`src/rtl/vga_timing_pkg.sv`:
```
// Shared 640x480@60 Hz timing constants and count type for the VGA sync slice.
package vga_timing_pkg;

  localparam int CNT_W   = 11;
  localparam int CNT_MAX = (1 << CNT_W) - 1;

  localparam int DEF_CLK_DIV  = 4;
  localparam int DEF_H_ACTIVE = 640;
  localparam int DEF_H_FP     = 16;
  localparam int DEF_H_SYNC   = 96;
  localparam int DEF_H_BP     = 48;
  localparam int DEF_V_ACTIVE = 480;
  localparam int DEF_V_FP     = 10;
  localparam int DEF_V_SYNC   = 2;
  localparam int DEF_V_BP     = 33;

  localparam int HT       = DEF_H_ACTIVE + DEF_H_FP + DEF_H_SYNC + DEF_H_BP;  // 800
  localparam int VT       = DEF_V_ACTIVE + DEF_V_FP + DEF_V_SYNC + DEF_V_BP;  // 525
  localparam int HS_START = DEF_H_ACTIVE + DEF_H_FP;                          // 656
  localparam int HS_END   = HS_START + DEF_H_SYNC;                            // 752
  localparam int VS_START = DEF_V_ACTIVE + DEF_V_FP;                          // 490
  localparam int VS_END   = VS_START + DEF_V_SYNC;                            // 492

  typedef logic [CNT_W-1:0] cnt_t;

endpackage

```
`src/rtl/vga_sync_gen_if.sv`:
```
// Timing bundle from the sync generator to the pattern stages and connector.
interface vga_sync_gen_if;
  import vga_timing_pkg::*;

  logic pix_en;
  cnt_t hc;
  cnt_t vc;
  logic vidon;
  logic hsync;
  logic vsync;
  logic line_start;
  logic frame_start;

  modport master (
    output pix_en, hc, vc, vidon, hsync, vsync, line_start, frame_start
  );

  modport slave (
    input pix_en, hc, vc, vidon, hsync, vsync, line_start, frame_start
  );

endinterface

```
`src/rtl/vga_sync_gen_pix_en.sv`:
```
// Pixel-rate enable: divides the system clock by CLK_DIV into a one-clock pulse.
module vga_pix_en #(
  parameter int CLK_DIV = 4
) (
  input  logic clk,
  input  logic rst_n,
  output logic pix_en
);

  localparam int DIV_W = 4;
  localparam logic [DIV_W-1:0] DIV_LAST = DIV_W'(CLK_DIV - 1);

  logic [DIV_W-1:0] div;
  logic [DIV_W-1:0] div_next;

  // Wrap the divider at CLK_DIV-1.
  always_comb begin
    div_next = div + 1'b1;
    if (div == DIV_LAST) div_next = '0;
  end

  // pix_en is held in a flop so reset forces it low even when CLK_DIV=1;
  // it still equals (div == CLK_DIV-1) on every cycle after reset.
  always_ff @(posedge clk or negedge rst_n) begin
    if (!rst_n) begin
      div    <= '0;
      pix_en <= 1'b0;
    end else begin
      div    <= div_next;
      pix_en <= (div_next == DIV_LAST);
    end
  end

endmodule

```
`src/rtl/vga_sync_gen.sv`:
```
// VGA timing generator: hc/vc counters advanced at pixel rate, with
// vidon/hsync/vsync registered from the next-state counts so they stay
// cycle-aligned with hc/vc. hc=0,vc=0 is the first visible pixel.
module vga_sync_gen
  import vga_timing_pkg::*;
#(
  parameter int CLK_DIV  = DEF_CLK_DIV,
  parameter int H_ACTIVE = DEF_H_ACTIVE,
  parameter int H_FP     = DEF_H_FP,
  parameter int H_SYNC   = DEF_H_SYNC,
  parameter int H_BP     = DEF_H_BP,
  parameter int V_ACTIVE = DEF_V_ACTIVE,
  parameter int V_FP     = DEF_V_FP,
  parameter int V_SYNC   = DEF_V_SYNC,
  parameter int V_BP     = DEF_V_BP,
  parameter bit SYNC_POL = 1'b0
) (
  input  logic            clk,
  input  logic            rst_n,
  vga_sync_gen_if.master  vo
);

  localparam int LHT       = H_ACTIVE + H_FP + H_SYNC + H_BP;
  localparam int LVT       = V_ACTIVE + V_FP + V_SYNC + V_BP;
  localparam int LHS_START = H_ACTIVE + H_FP;
  localparam int LHS_END   = LHS_START + H_SYNC;
  localparam int LVS_START = V_ACTIVE + V_FP;
  localparam int LVS_END   = LVS_START + V_SYNC;

  // Counts must fit the 11-bit hc/vc outputs; divider is 4 bits wide.
  if (LHT > CNT_MAX || LVT > CNT_MAX) begin : g_bad_total
    $error("vga_sync_gen: HT=%0d or VT=%0d exceeds %0d", LHT, LVT, CNT_MAX);
  end
  if (CLK_DIV < 1 || CLK_DIV > 16) begin : g_bad_div
    $error("vga_sync_gen: CLK_DIV=%0d outside 1..16", CLK_DIV);
  end

  localparam cnt_t HT_LAST   = cnt_t'(LHT - 1);
  localparam cnt_t VT_LAST   = cnt_t'(LVT - 1);
  localparam cnt_t H_ACT_C   = cnt_t'(H_ACTIVE);
  localparam cnt_t V_ACT_C   = cnt_t'(V_ACTIVE);
  localparam cnt_t HS_BEG_C  = cnt_t'(LHS_START);
  localparam cnt_t HS_END_C  = cnt_t'(LHS_END);
  localparam cnt_t VS_BEG_C  = cnt_t'(LVS_START);
  localparam cnt_t VS_END_C  = cnt_t'(LVS_END);
  localparam logic SYNC_ON   = SYNC_POL;

  logic pix_en;
  cnt_t hc;
  cnt_t vc;
  cnt_t hc_next;
  cnt_t vc_next;
  logic vidon;
  logic hsync;
  logic vsync;

  vga_pix_en #(
    .CLK_DIV (CLK_DIV)
  ) u_pix_en (
    .clk    (clk),
    .rst_n  (rst_n),
    .pix_en (pix_en)
  );

  // Next-state counts: advance only on a pixel-enable cycle.
  always_comb begin
    hc_next = hc;
    vc_next = vc;
    if (pix_en) begin
      if (hc == HT_LAST) begin
        hc_next = '0;
        vc_next = (vc == VT_LAST) ? '0 : vc + 1'b1;
      end else begin
        hc_next = hc + 1'b1;
      end
    end
  end

  // Counter and decode registers; decode uses next-state counts to stay aligned.
  always_ff @(posedge clk or negedge rst_n) begin
    if (!rst_n) begin
      hc    <= HT_LAST;
      vc    <= VT_LAST;
      vidon <= 1'b0;
      hsync <= ~SYNC_ON;
      vsync <= ~SYNC_ON;
    end else begin
      hc    <= hc_next;
      vc    <= vc_next;
      vidon <= (hc_next < H_ACT_C) && (vc_next < V_ACT_C);
      hsync <= ((hc_next >= HS_BEG_C) && (hc_next < HS_END_C)) ? SYNC_ON : ~SYNC_ON;
      vsync <= ((vc_next >= VS_BEG_C) && (vc_next < VS_END_C)) ? SYNC_ON : ~SYNC_ON;
    end
  end

  assign vo.pix_en      = pix_en;
  assign vo.hc          = hc;
  assign vo.vc          = vc;
  assign vo.vidon       = vidon;
  assign vo.hsync       = hsync;
  assign vo.vsync       = vsync;
  assign vo.line_start  = pix_en && (hc == HT_LAST);
  assign vo.frame_start = pix_en && (hc == HT_LAST) && (vc == VT_LAST);

endmodule
```
`src/flat_wrapper.sv`:
```
// flat-port wrapper written by rule: the top's interface ports become plain ports
module vga_sync_gen_flat import vga_timing_pkg::*;
#(
  parameter int CLK_DIV  = DEF_CLK_DIV,
  parameter int H_ACTIVE = DEF_H_ACTIVE,
  parameter int H_FP     = DEF_H_FP,
  parameter int H_SYNC   = DEF_H_SYNC,
  parameter int H_BP     = DEF_H_BP,
  parameter int V_ACTIVE = DEF_V_ACTIVE,
  parameter int V_FP     = DEF_V_FP,
  parameter int V_SYNC   = DEF_V_SYNC,
  parameter int V_BP     = DEF_V_BP,
  parameter bit SYNC_POL = 1'b0
)
  (clk, rst_n, vo_pix_en, vo_hc, vo_vc, vo_vidon, vo_hsync, vo_vsync, vo_line_start, vo_frame_start);
  vga_sync_gen_if vo_i ();
  input  logic clk;
  input  logic rst_n;
  output wire logic [$bits(vo_i.pix_en)-1:0] vo_pix_en;
  output wire logic [$bits(vo_i.hc)-1:0] vo_hc;
  output wire logic [$bits(vo_i.vc)-1:0] vo_vc;
  output wire logic [$bits(vo_i.vidon)-1:0] vo_vidon;
  output wire logic [$bits(vo_i.hsync)-1:0] vo_hsync;
  output wire logic [$bits(vo_i.vsync)-1:0] vo_vsync;
  output wire logic [$bits(vo_i.line_start)-1:0] vo_line_start;
  output wire logic [$bits(vo_i.frame_start)-1:0] vo_frame_start;
  assign vo_pix_en = vo_i.pix_en;
  assign vo_hc = vo_i.hc;
  assign vo_vc = vo_i.vc;
  assign vo_vidon = vo_i.vidon;
  assign vo_hsync = vo_i.hsync;
  assign vo_vsync = vo_i.vsync;
  assign vo_line_start = vo_i.line_start;
  assign vo_frame_start = vo_i.frame_start;
  vga_sync_gen #(.CLK_DIV(CLK_DIV), .H_ACTIVE(H_ACTIVE), .H_FP(H_FP), .H_SYNC(H_SYNC), .H_BP(H_BP), .V_ACTIVE(V_ACTIVE), .V_FP(V_FP), .V_SYNC(V_SYNC), .V_BP(V_BP), .SYNC_POL(SYNC_POL)) u_core (.clk(clk), .rst_n(rst_n), .vo(vo_i));
endmodule
```
`config.mk`:
```
export PLATFORM = sky130hd
export DESIGN_NAME = vga_sync_gen_flat
export DESIGN_NICKNAME = d
export VERILOG_FILES = /design/src/rtl/vga_timing_pkg.sv /design/src/rtl/vga_sync_gen_if.sv /design/src/rtl/vga_sync_gen_pix_en.sv /design/src/rtl/vga_sync_gen.sv /design/src/flat_wrapper.sv
export SDC_FILE = /design/constraint.sdc
export NUM_CORES = 1
export LEC_CHECK = 0
export ABC_AREA = 1
export CORE_MARGIN = 2
export CORE_UTILIZATION = 49
export CTS_BUF_LIST = sky130_fd_sc_hd__clkbuf_2
export DETAILED_ROUTE_END_ITERATION = 7
export GPL_ROUTABILITY_DRIVEN = 0
export HOLD_SLACK_MARGIN = 0.08
export PLACE_DENSITY = 0.74
export SYNTH_ARGS = -nofsm -noshare
export SYNTH_HDL_FRONTEND = slang
export SYNTH_SLANG_ARGS = --single-unit
```
`constraint.sdc`:
```
create_clock -name clk -period 3.32 [get_ports clk]
set_input_delay 0.664 -clock clk [delete_from_list [all_inputs] [get_ports clk]]
set_output_delay 0.664 -clock clk [all_outputs]
set_load 0.02 [all_outputs]
```
==> reports/results.ini, run 1 <==
[setup_path]
critPathKind=reg2out
path_max_fanout=7
slowest_stage=clkdlybuf4s50_1
crit_required_ns=2.66
r2r.worst_path.cells=9
path_cells=ha_1 > nand2_1 > nor2_8 > nand2_4 > nor2_8 > clkdlybuf4s50_1
cp_common_cell=nor2_8
crit_path_start_kind=flop
end_kind=output port
critPathArrivalTime_ns=2.33
slowest_delay_ns=0.62

[clock_tree]
cts-root-buf=clkbuf_2
cts_buffers=5
path_clk_slew_ns=0.15
clockBufferDepth=2
cts_sinks=30
tritoncts=yes
holdBufCountCts=0
htree_levels=2
worstSkewPairLatency_ns=0.36
postCtsSetupBuffers=0

[sta]
fin_crit_ns=3.00
max_freq_mhz=334
finalSetupViolCount=0
tightest_slew_ns=0.439
rsz0062_at_grt=false
slew_headroom=0.708
whs_ns=0.503
maxSlewViolCount=0
fin_crit_sh=0.902
finClkSkew_ns=0.0105
fin_tns_setup_ns=0
hold_viol=0

[synth]
synth_area_mm2=0.00180
synth.top_cells.by_area=dfrtp_1 25%, dfstp_2 18%, nand2_1 12%, inv_1 9.8%, nand3_1 7.2%
ys_ff_latch=30
synth-main-ff-cell=dfrtp_1
avgSynthCellArea_um2=7.68
yosysSeqAreaShare=0.426
ys_warn_count=0
synth.most_common_cell=nand2_1
syn-instance-count=234
async_flop_share=1.00
ys_top_cells_by_count=57 x nand2_1, 47 x inv_1, 26 x nand3_1
synth_cell_types=28
syn_nets=241
synth_top_cell_by_area=dfrtp_1
synth_edf_count=0
synth_top_area_share=0.251

[pwr]
pwr-share-comb=0.016
p_per_area_mw_per_mm2=249
switching_share=0.240
pwr-share-seq=0.674
switchingPower_uw=130
p_leak_uw=0.00112
max-vdd-ir-drop_mv=0.190
internal_power_uw=413
power_frac_clock=0.310
power_uw=543

[detailed_routing]
vias=1523
wl_um=3610
firstDrtPassIters=4
ant_nets=0
viasPerCell=4.80
drtIter0Drc=45
routedWlPerCell_um=11.4
drcViolationCount=0

[hold_path]
holdCritPathClass=reg2reg
holdPathStages=1

[floorplan]
initial_core_util=0.526
die_area_mm2=0.00417
coreArea_mm2=0.00342
die_h_um=64.6
core.rowCount=21
io_pins=30
die_x_um=64.6

[layout]
antenna_cells=0
fin_nets=277
drive_gt1_frac=0.148
syn2layout_area_growth_pct=21.5

[global_routing]
grt_pass1_vias=1467
grt-ovfl-total=0
antenna_found_initial=0
grt_pass1_wl_um=6440
grt_max_degree=31
gr-usage-all-layers=0.203

[status]
status=complete, no violations

[place]
hpwlAfterDp_um=2710
port_buffers=29

[run]
max_cap_viol_count=0

critical path, delay by kind of cell (launching register included):
family	cells	cell delay, ns
DFF	1	0.59
and+or+nand+nor	4	0.59
adders and majority gates	1	0.17
buffers and inverters	1	0.62
area by class of cell:
| cell class | count | area [um^2] |
|---|---|---|
| Inverter | 50 | 188 |
| Clock inverter | 3 | 11.3 |
| Clock buffer | 5 | 25.0 |
| Timing Repair Buffer | 30 | 300 |
| Tap cell | 46 | 57.6 |
| Multi-Input combinational cell | 153 | 836 |
| Fill cell | 319 | 1230 |
| Sequential cell | 30 | 766 |
kinds of logic (layout without fill, tap and decap cells):
kind of cell | count (synthesis) | after routing | share of synthesized area
flops | 30 | 30 | 0.426
xor+xnor | 5 | 5 | 0.0244
fa+ha+maj | 5 | 5 | 0.0348
compound gates | 13 | 13 | 0.0487
simple gates | 130 | 130 | 0.357
buf+inv | 51 | 88 | 0.109
cells in the final DEF, fill, tap and decap left out, drive strengths merged:
master         synthesis  final
a21boi                 1      1
a21oi                  2      2
a31oi                  1      1
buf                    1      1
clkbuf                 0      5
clkdlybuf4s50          0     28
clkinv                 0      3
dfrtp                 18     18
dfstp                 12     12
dlymetal6s2s           0      1
ha                     5      5
inv                   50     50
nand2                 61     61
nand3                 28     28
nand4                  6      6
nor2                  32     32
nor3                   2      2
nor3b                  1      1
o21ai                  6      6
o21bai                 3      3
xnor2                  1      1
xor2                   4      4
path summary, 6_finish.rpt:
check	from	slack [ns]	to
worst max-delay path	u_core.vo.hc[0]	0.32	vo_line_start
worst min-delay path	u_core.u_pix_en.div[0]	0.50	u_core.u_pix_en.div[0]
worst max register to register	u_core.vo.hc[0]	1.33	u_core.vo.vsync
worst min register to register	u_core.u_pix_en.div[0]	0.50	u_core.u_pix_en.div[0]
max in group asynchronous	rst_n	2.33	u_core.vo.vc[3]
min in group asynchronous	rst_n	0.67	u_core.vo.hc[5]
metal layers:
metal / wire length [um] / vias to the layer above / track usage
li1: - / 798 / -
met1: 1730 / 686 / 0.262
met2: 1630 / 33 / 0.326
met3: 203 / 6 / 0.0608
met4: 53 / 0 / 0.0718
met5: 0 / - / 0
what timing repair did:
action                                 in CTS  in global routing
resized for setup                           0                  1
endpoints found under the hold margin       0                  0
setup endpoints to repair                   0                  1
per-stage QoR:
step            util  instances  area (um^2)  worst slack [ns]
6_report       0.639        317         2180             0.324
5_1_grt        0.639        317         2180             0.178
4_1_cts        0.638        317         2180            0.0714
3_5_place_dp   0.628        309         2140             0.503
3_3_place_gp   0.628        309         2140             0.549
2_1_floorplan      -        234         1800              1.01
sequential cells by signal, indices dropped and copies added (netlist names):
register                cells
u_core.u_pix_en.div         4
u_core.u_pix_en.pix_en      1
u_core.vo.hc               11
u_core.vo.hsync             1
u_core.vo.vc               11
u_core.vo.vidon             1
u_core.vo.vsync             1
power groups by stage:
stage | Combinational (uW) | Clock [uW] | Sequential [uW]
4_1_cts | 9.28 | 175 | 366
5_1_grt | 10.7 | 192 | 367
6_report | 8.43 | 169 | 366
3_5_place_dp | 9.28 | 0 | 372
2_1_floorplan | 0.000606 | 0 | 373
3_3_place_gp | 9.21 | 0 | 372
No activity file was read; power rests on OpenSTA's default activity.
==> run 2: changes to the inputs <==
==> constraint.sdc (replaced) <==
create_clock -name clk -period 3.32 [get_ports clk]
set_input_delay 0.332 -clock clk [delete_from_list [all_inputs] [get_ports clk]]
set_output_delay 0.332 -clock clk [all_outputs]
set_load 0.1 [all_outputs]
==> reports/results.ini, run 2 (synthesis results as in run 1) <==
[status]
status=complete, no violations

[clock_tree]
tritoncts=yes
postCtsSetupBuffers=0  ; unchanged
cts_sinks=30  ; unchanged
worstSkewPairLatency_ns=0.38  ; +0.02 ns
htree_levels=2  ; unchanged
cts_buffers=5  ; unchanged
clockBufferDepth=2  ; unchanged
post_cts_resized=0  ; unchanged
cts-root-buf=clkbuf_2
holdBufCountCts=0  ; unchanged
path_clk_slew_ns=0.18  ; +0.03 ns

[setup_path]
critPathKind=reg2out
path_max_fanout=7  ; unchanged
critPathArrivalTime_ns=2.25  ; -0.08 ns
end_kind=output port
crit_required_ns=2.99  ; +0.33 ns
crit_path_start_kind=flop

[sta]
max_freq_mhz=387  ; +16%
fin_tns_setup_ns=0  ; unchanged
hold_viol=0  ; unchanged
postLayoutSetupSlackWorst_ns=0.736  ; +0.412 ns
fin_crit_ns=2.58  ; -0.412 ns
rsz0062_at_grt=false
whs_ns=0.303  ; -0.200 ns
fin_crit_sh=0.778  ; -0.124
maxSlewViolCount=0  ; unchanged
tightest_slew_ns=0.974  ; +0.535 ns
slew_headroom=0.349  ; -0.359
finClkSkew_ns=0.0245  ; +0.0141 ns
finalSetupViolCount=0  ; unchanged

[layout]
multiInputGateArea_um2=836  ; unchanged
fin_nets=277  ; unchanged
drive_gt1_frac=0.170  ; +0.0221
final_cell_mix=57 x nand2_1, 47 x inv_1, 26 x nand3_1, 26 x clkdlybuf4s50_1, 22 x nor2_1
seq_area_um2=766  ; unchanged
syn2layout_area_growth_pct=22.6
antenna_cells=0  ; unchanged
fillers=297  ; -6.9%
final_common_cell=nand2_1
reg_top3=u_core.vo.hc (11), u_core.vo.vc (11), u_core.u_pix_en.div (4)

[detailed_routing]
ant_nets=0  ; unchanged
vias=1532  ; +0.59%
wl_um=3700  ; +2.4%
drtIter0Drc=108  ; +140%
top_layer_used=met4
firstDrtPassIters=4  ; unchanged
routedWlPerCell_um=11.7  ; +2.4%
wirelength_met1_um=1720  ; -0.29%
drcViolationCount=0  ; unchanged
wl_met3_um=197  ; -3.0%
viasPerCell=4.83  ; +0.59%
wl_met2_um=1710  ; +5.1%

[floorplan]
initial_core_util=0.526  ; unchanged
core.rowCount=21  ; unchanged
die_x_um=64.6  ; unchanged
die_area_mm2=0.00417  ; unchanged
io_pins=30  ; unchanged
die_h_um=64.6  ; unchanged
coreArea_mm2=0.00342  ; unchanged

[pwr]
power_uw=633  ; +17%
max-vdd-ir-drop_mv=0.223  ; +17%
p_leak_uw=0.00113  ; +0.42%
p_per_area_mw_per_mm2=288  ; +16%

[global_routing]
gr-usage-all-layers=0.200  ; -0.00320
grt_pass1_wl_um=6320  ; -1.9%
grt_max_degree=31  ; unchanged
grt-ovfl-total=0  ; unchanged
grt_pass1_vias=1435  ; -2.2%
antenna_found_initial=0  ; unchanged

[place]
hpwlAfterDp_um=2720  ; +0.35%
port_buffers=29  ; unchanged
pre_cts_ws_ns=1.16  ; +0.653 ns

[run]
max_cap_viol_count=0  ; unchanged

[hold_path]
holdCritPathClass=in2async

-- run 2: cell count changes in the layout (fill, tap and decap cells not counted) --
cell	change
buf_4	+3
clkinv_1	-3
clkdlybuf4s50_1	-2
clkinv_2	+2
bufinv_16	+1
dlymetal6s2s_1	-1
-- run 2: path summary, 6_finish.rpt --
path,to,start,slack [ns],cells after the start
min in group clk,u_core.u_pix_en.div[0],u_core.u_pix_en.div[0],0.51,1
setup reg to reg,u_core.vo.vsync,u_core.vo.hc[0],1.37,9
hold / removal,u_core.vo.hc[5],rst_n,0.30,2
setup / recovery,vo_frame_start,u_core.vo.hc[0],0.74,8
hold reg to reg,u_core.u_pix_en.div[0],u_core.u_pix_en.div[0],0.51,1
max in group asynchronous,u_core.vo.vsync,rst_n,2.66,2
-- run 2: layer usage --
metal | vias to the layer above | track usage
met5 | - | 0
met4 | 0 | 0.0878
met3 | 9 | 0.0590
met2 | 37 | 0.314
met1 | 693 | 0.257
li1 | 793 | -
-- run 2: layout make-up --
cell class | instances | area share
clock buffer | 5 | 0.0114
clock inverter | 3 | 0.0182
inverter | 50 | 0.0852
multi-input combinational | 153 | 0.380
sequential | 30 | 0.348
tap | 46 | 0.0261
timing repair buffer | 30 | 0.132
-- run 2: critical path: stages, from the launching register on --
cell	delay (ns)
dfstp_2	0.59
ha_1	0.17
nand2_1	0.16
nor2_8	0.21
nand2_4	0.09
nor2_8	0.12
nand2_1	0.15
inv_1	0.10
buf_4	0.29
-- run 2: power breakdown --
part | leakage, uW | internal (uW) | switching, uW | total, uW
Sequential | 0.000367 | 366 | 0 | 366
Clock | 0.0000427 | 125 | 133 | 258
Combinational | 0.000716 | 1.80 | 6.81 | 8.62
Total | 0.00113 | 493 | 140 | 633
-- run 2: stage by stage --
step,util,cells,instance area (um^2)
detailed placement,0.626,309,2140
floorplan,-,234,1800
finish,0.645,317,2200
global route,0.645,317,2200
global placement,0.626,309,2140
CTS,0.645,317,2200
==> run 3: changes to the inputs <==
--- a/config.mk
+++ b/config.mk
@@ -12,7 +12,7 @@
 export DETAILED_ROUTE_END_ITERATION = 7
 export GPL_ROUTABILITY_DRIVEN = 0
 export HOLD_SLACK_MARGIN = 0.08
-export PLACE_DENSITY = 0.74
+export PLACE_DENSITY = 0.77
 export SYNTH_ARGS = -nofsm -noshare
 export SYNTH_HDL_FRONTEND = slang
 export SYNTH_SLANG_ARGS = --single-unit
==> constraint.sdc (replaced) <==
create_clock -name clk -period 2.15 [get_ports clk]
set_input_delay 0.215 -clock clk [delete_from_list [all_inputs] [get_ports clk]]
set_output_delay 0.215 -clock clk [all_outputs]
set_load 0.1 [all_outputs]
==> reports/results.ini, run 3 (synthesis results as in run 1) <==
[status]
status=complete, no violations

[global_routing]
grt-ovfl-total=0  ; unchanged
grt_pass1_vias=1540  ; +7.3%
grt_pass1_wl_um=6910  ; +9.3%
gr-usage-all-layers=0.217  ; +0.0172
antenna_found_initial=0  ; unchanged
grt_max_degree=31  ; unchanged

[sta]
fin_crit_ns=2.09
finalSetupViolCount=0  ; unchanged
finClkSkew_ns=0.0178  ; -0.00673 ns
tightest_slew_ns=0.442  ; -0.532 ns
slew_headroom=0.706  ; +0.357
rsz0062_at_grt=true
whs_ns=0.200  ; -0.103 ns
hold_viol=0  ; unchanged
maxSlewViolCount=0  ; unchanged
fin_crit_sh=0.972
max_freq_mhz=478

[setup_path]
reg2reg_from=u_core.vo.hc[0]
critPathKind=reg2out
end_kind=output port
critPathArrivalTime_ns=1.88  ; -0.37 ns
crit_required_ns=1.93  ; -1.06 ns
r2r.worst_path.cells=13  ; +4
crit_path_start_kind=flop
cp-startpoint=u_core.vo.hc[0]
path_max_fanout=4  ; -3

[floorplan]
initial_core_util=0.526  ; unchanged
core.rowCount=21  ; unchanged
io_pins=30  ; unchanged
die_area_mm2=0.00417  ; unchanged
die_x_um=64.6  ; unchanged
coreArea_mm2=0.00342  ; unchanged
die_h_um=64.6  ; unchanged

[clock_tree]
cts_sinks=30  ; unchanged
htree_levels=2  ; unchanged
clockBufferDepth=2  ; unchanged
holdBufCountCts=0  ; unchanged
cts_buffers=5  ; unchanged
worstSkewPairLatency_ns=0.38  ; about the same
cts-root-buf=clkbuf_2
tritoncts=yes
path_clk_slew_ns=0.16  ; -0.02 ns

[detailed_routing]
top_layer_used=met4
vias=1578  ; +3.0%
viasPerCell=4.87  ; +0.78%
firstDrtPassIters=4  ; unchanged
routedWlPerCell_um=11.8  ; +1.3%
wl_um=3830  ; +3.6%
drcViolationCount=0  ; unchanged
ant_nets=0  ; unchanged
wirelength_met1_um=1800  ; +4.6%
wl_met2_um=1760  ; +2.8%
drtIter0Drc=106  ; -1.9%
wl_met3_um=197  ; unchanged

[pwr]
p_leak_uw=0.00121  ; +7.2%
p_per_area_mw_per_mm2=432  ; +50%
max-vdd-ir-drop_mv=0.371  ; +66%

[layout]
antenna_cells=0  ; unchanged
fin_area_mm2=0.00226  ; +2.6%
final_cell_mix=55 x nand2_1, 45 x inv_1, 34 x buf_4
drive_gt1_frac=0.302  ; +0.132
fillers=310  ; +4.4%
fin_nets=284  ; +2.5%
final_common_cell=nand2_1
reg_top3=u_core.vo.hc (11), u_core.vo.vc (11), u_core.u_pix_en.div (4)
syn2layout_area_growth_pct=25.7

[hold_path]
holdCritPathClass=in2async

[place]
hpwlAfterDp_um=2810  ; +3.2%
port_buffers=29  ; unchanged
dpl_cell_area_mm2=0.00214  ; +0.12%

[run]
max_cap_viol_count=0  ; unchanged

## run 3: worst max-delay path, cell delays in order, from the launching register on
cell and delay [ns]:
dfstp_4 0.67, ha_4 0.15, nand2_4 0.07, nor2_8 0.10, nand2_4 0.07, nor2_8 0.10
nand2_4 0.07, clkinvlp_4 0.10, buf_12 0.17
## run 3: per-layer routing
| layer | global-route usage | vias up |
|---|---|---|
| met5 | 0 | - |
| met4 | 0.0878 | 0 |
| met3 | 0.0642 | 7 |
| met2 | 0.336 | 35 |
| met1 | 0.287 | 726 |
| li1 | - | 810 |
## run 3: per-stage QoR
stage	power (uW)	setup slack, ns	utilization	instances	TNS, ns
after CTS	988	0.0215	0.652	320	0
after floorplan	575	-0.283	-	234	-0.805
final	975	0.0596	0.661	324	0
after global routing	1020	-0.0475	0.661	324	-0.0475
after detailed placement	589	0.237	0.626	309	0
after global placement	589	0.248	0.626	309	0
## run 3: area by class of cell
| cell class | count | area (um^2) | share of cell area |
|---|---|---|---|
| well taps | 46 | 57.6 | 0.0255 |
| clock buffers | 6 | 30.0 | 0.0133 |
| clock inverters | 2 | 33.8 | 0.0150 |
| multi-input cells | 153 | 866 | 0.383 |
| flip-flops and latches | 30 | 774 | 0.343 |
| inverters | 50 | 191 | 0.0848 |
| repair buffers | 37 | 305 | 0.135 |
## run 3: timing repair
item / 4_1_cts / 5_1_grt
pin swaps: 2 / 1
buffers inserted: 3 / 4
resized for setup: 0 / 2
setup endpoints to repair: 2 / 3
## run 3: path summary, 6_finish.rpt
check	end	slack (ns)
worst max-delay path	vo_frame_start	0.06
worst min-delay path	u_core.vo.hc[5]	0.20
worst min register to register	u_core.u_pix_en.div[0]	0.51
min in group clk	u_core.u_pix_en.div[0]	0.51
max in group asynchronous	u_core.vo.vc[2]	1.62
worst max register to register	u_core.vo.vidon	0.19
## run 3: where the power goes
group	leakage [uW]	switching (uW)	internal, uW
Sequential	0.000367	0	566
Clock	0.0000406	197	198
Combinational	0.000799	10.3	2.78
Total	0.00121	208	767
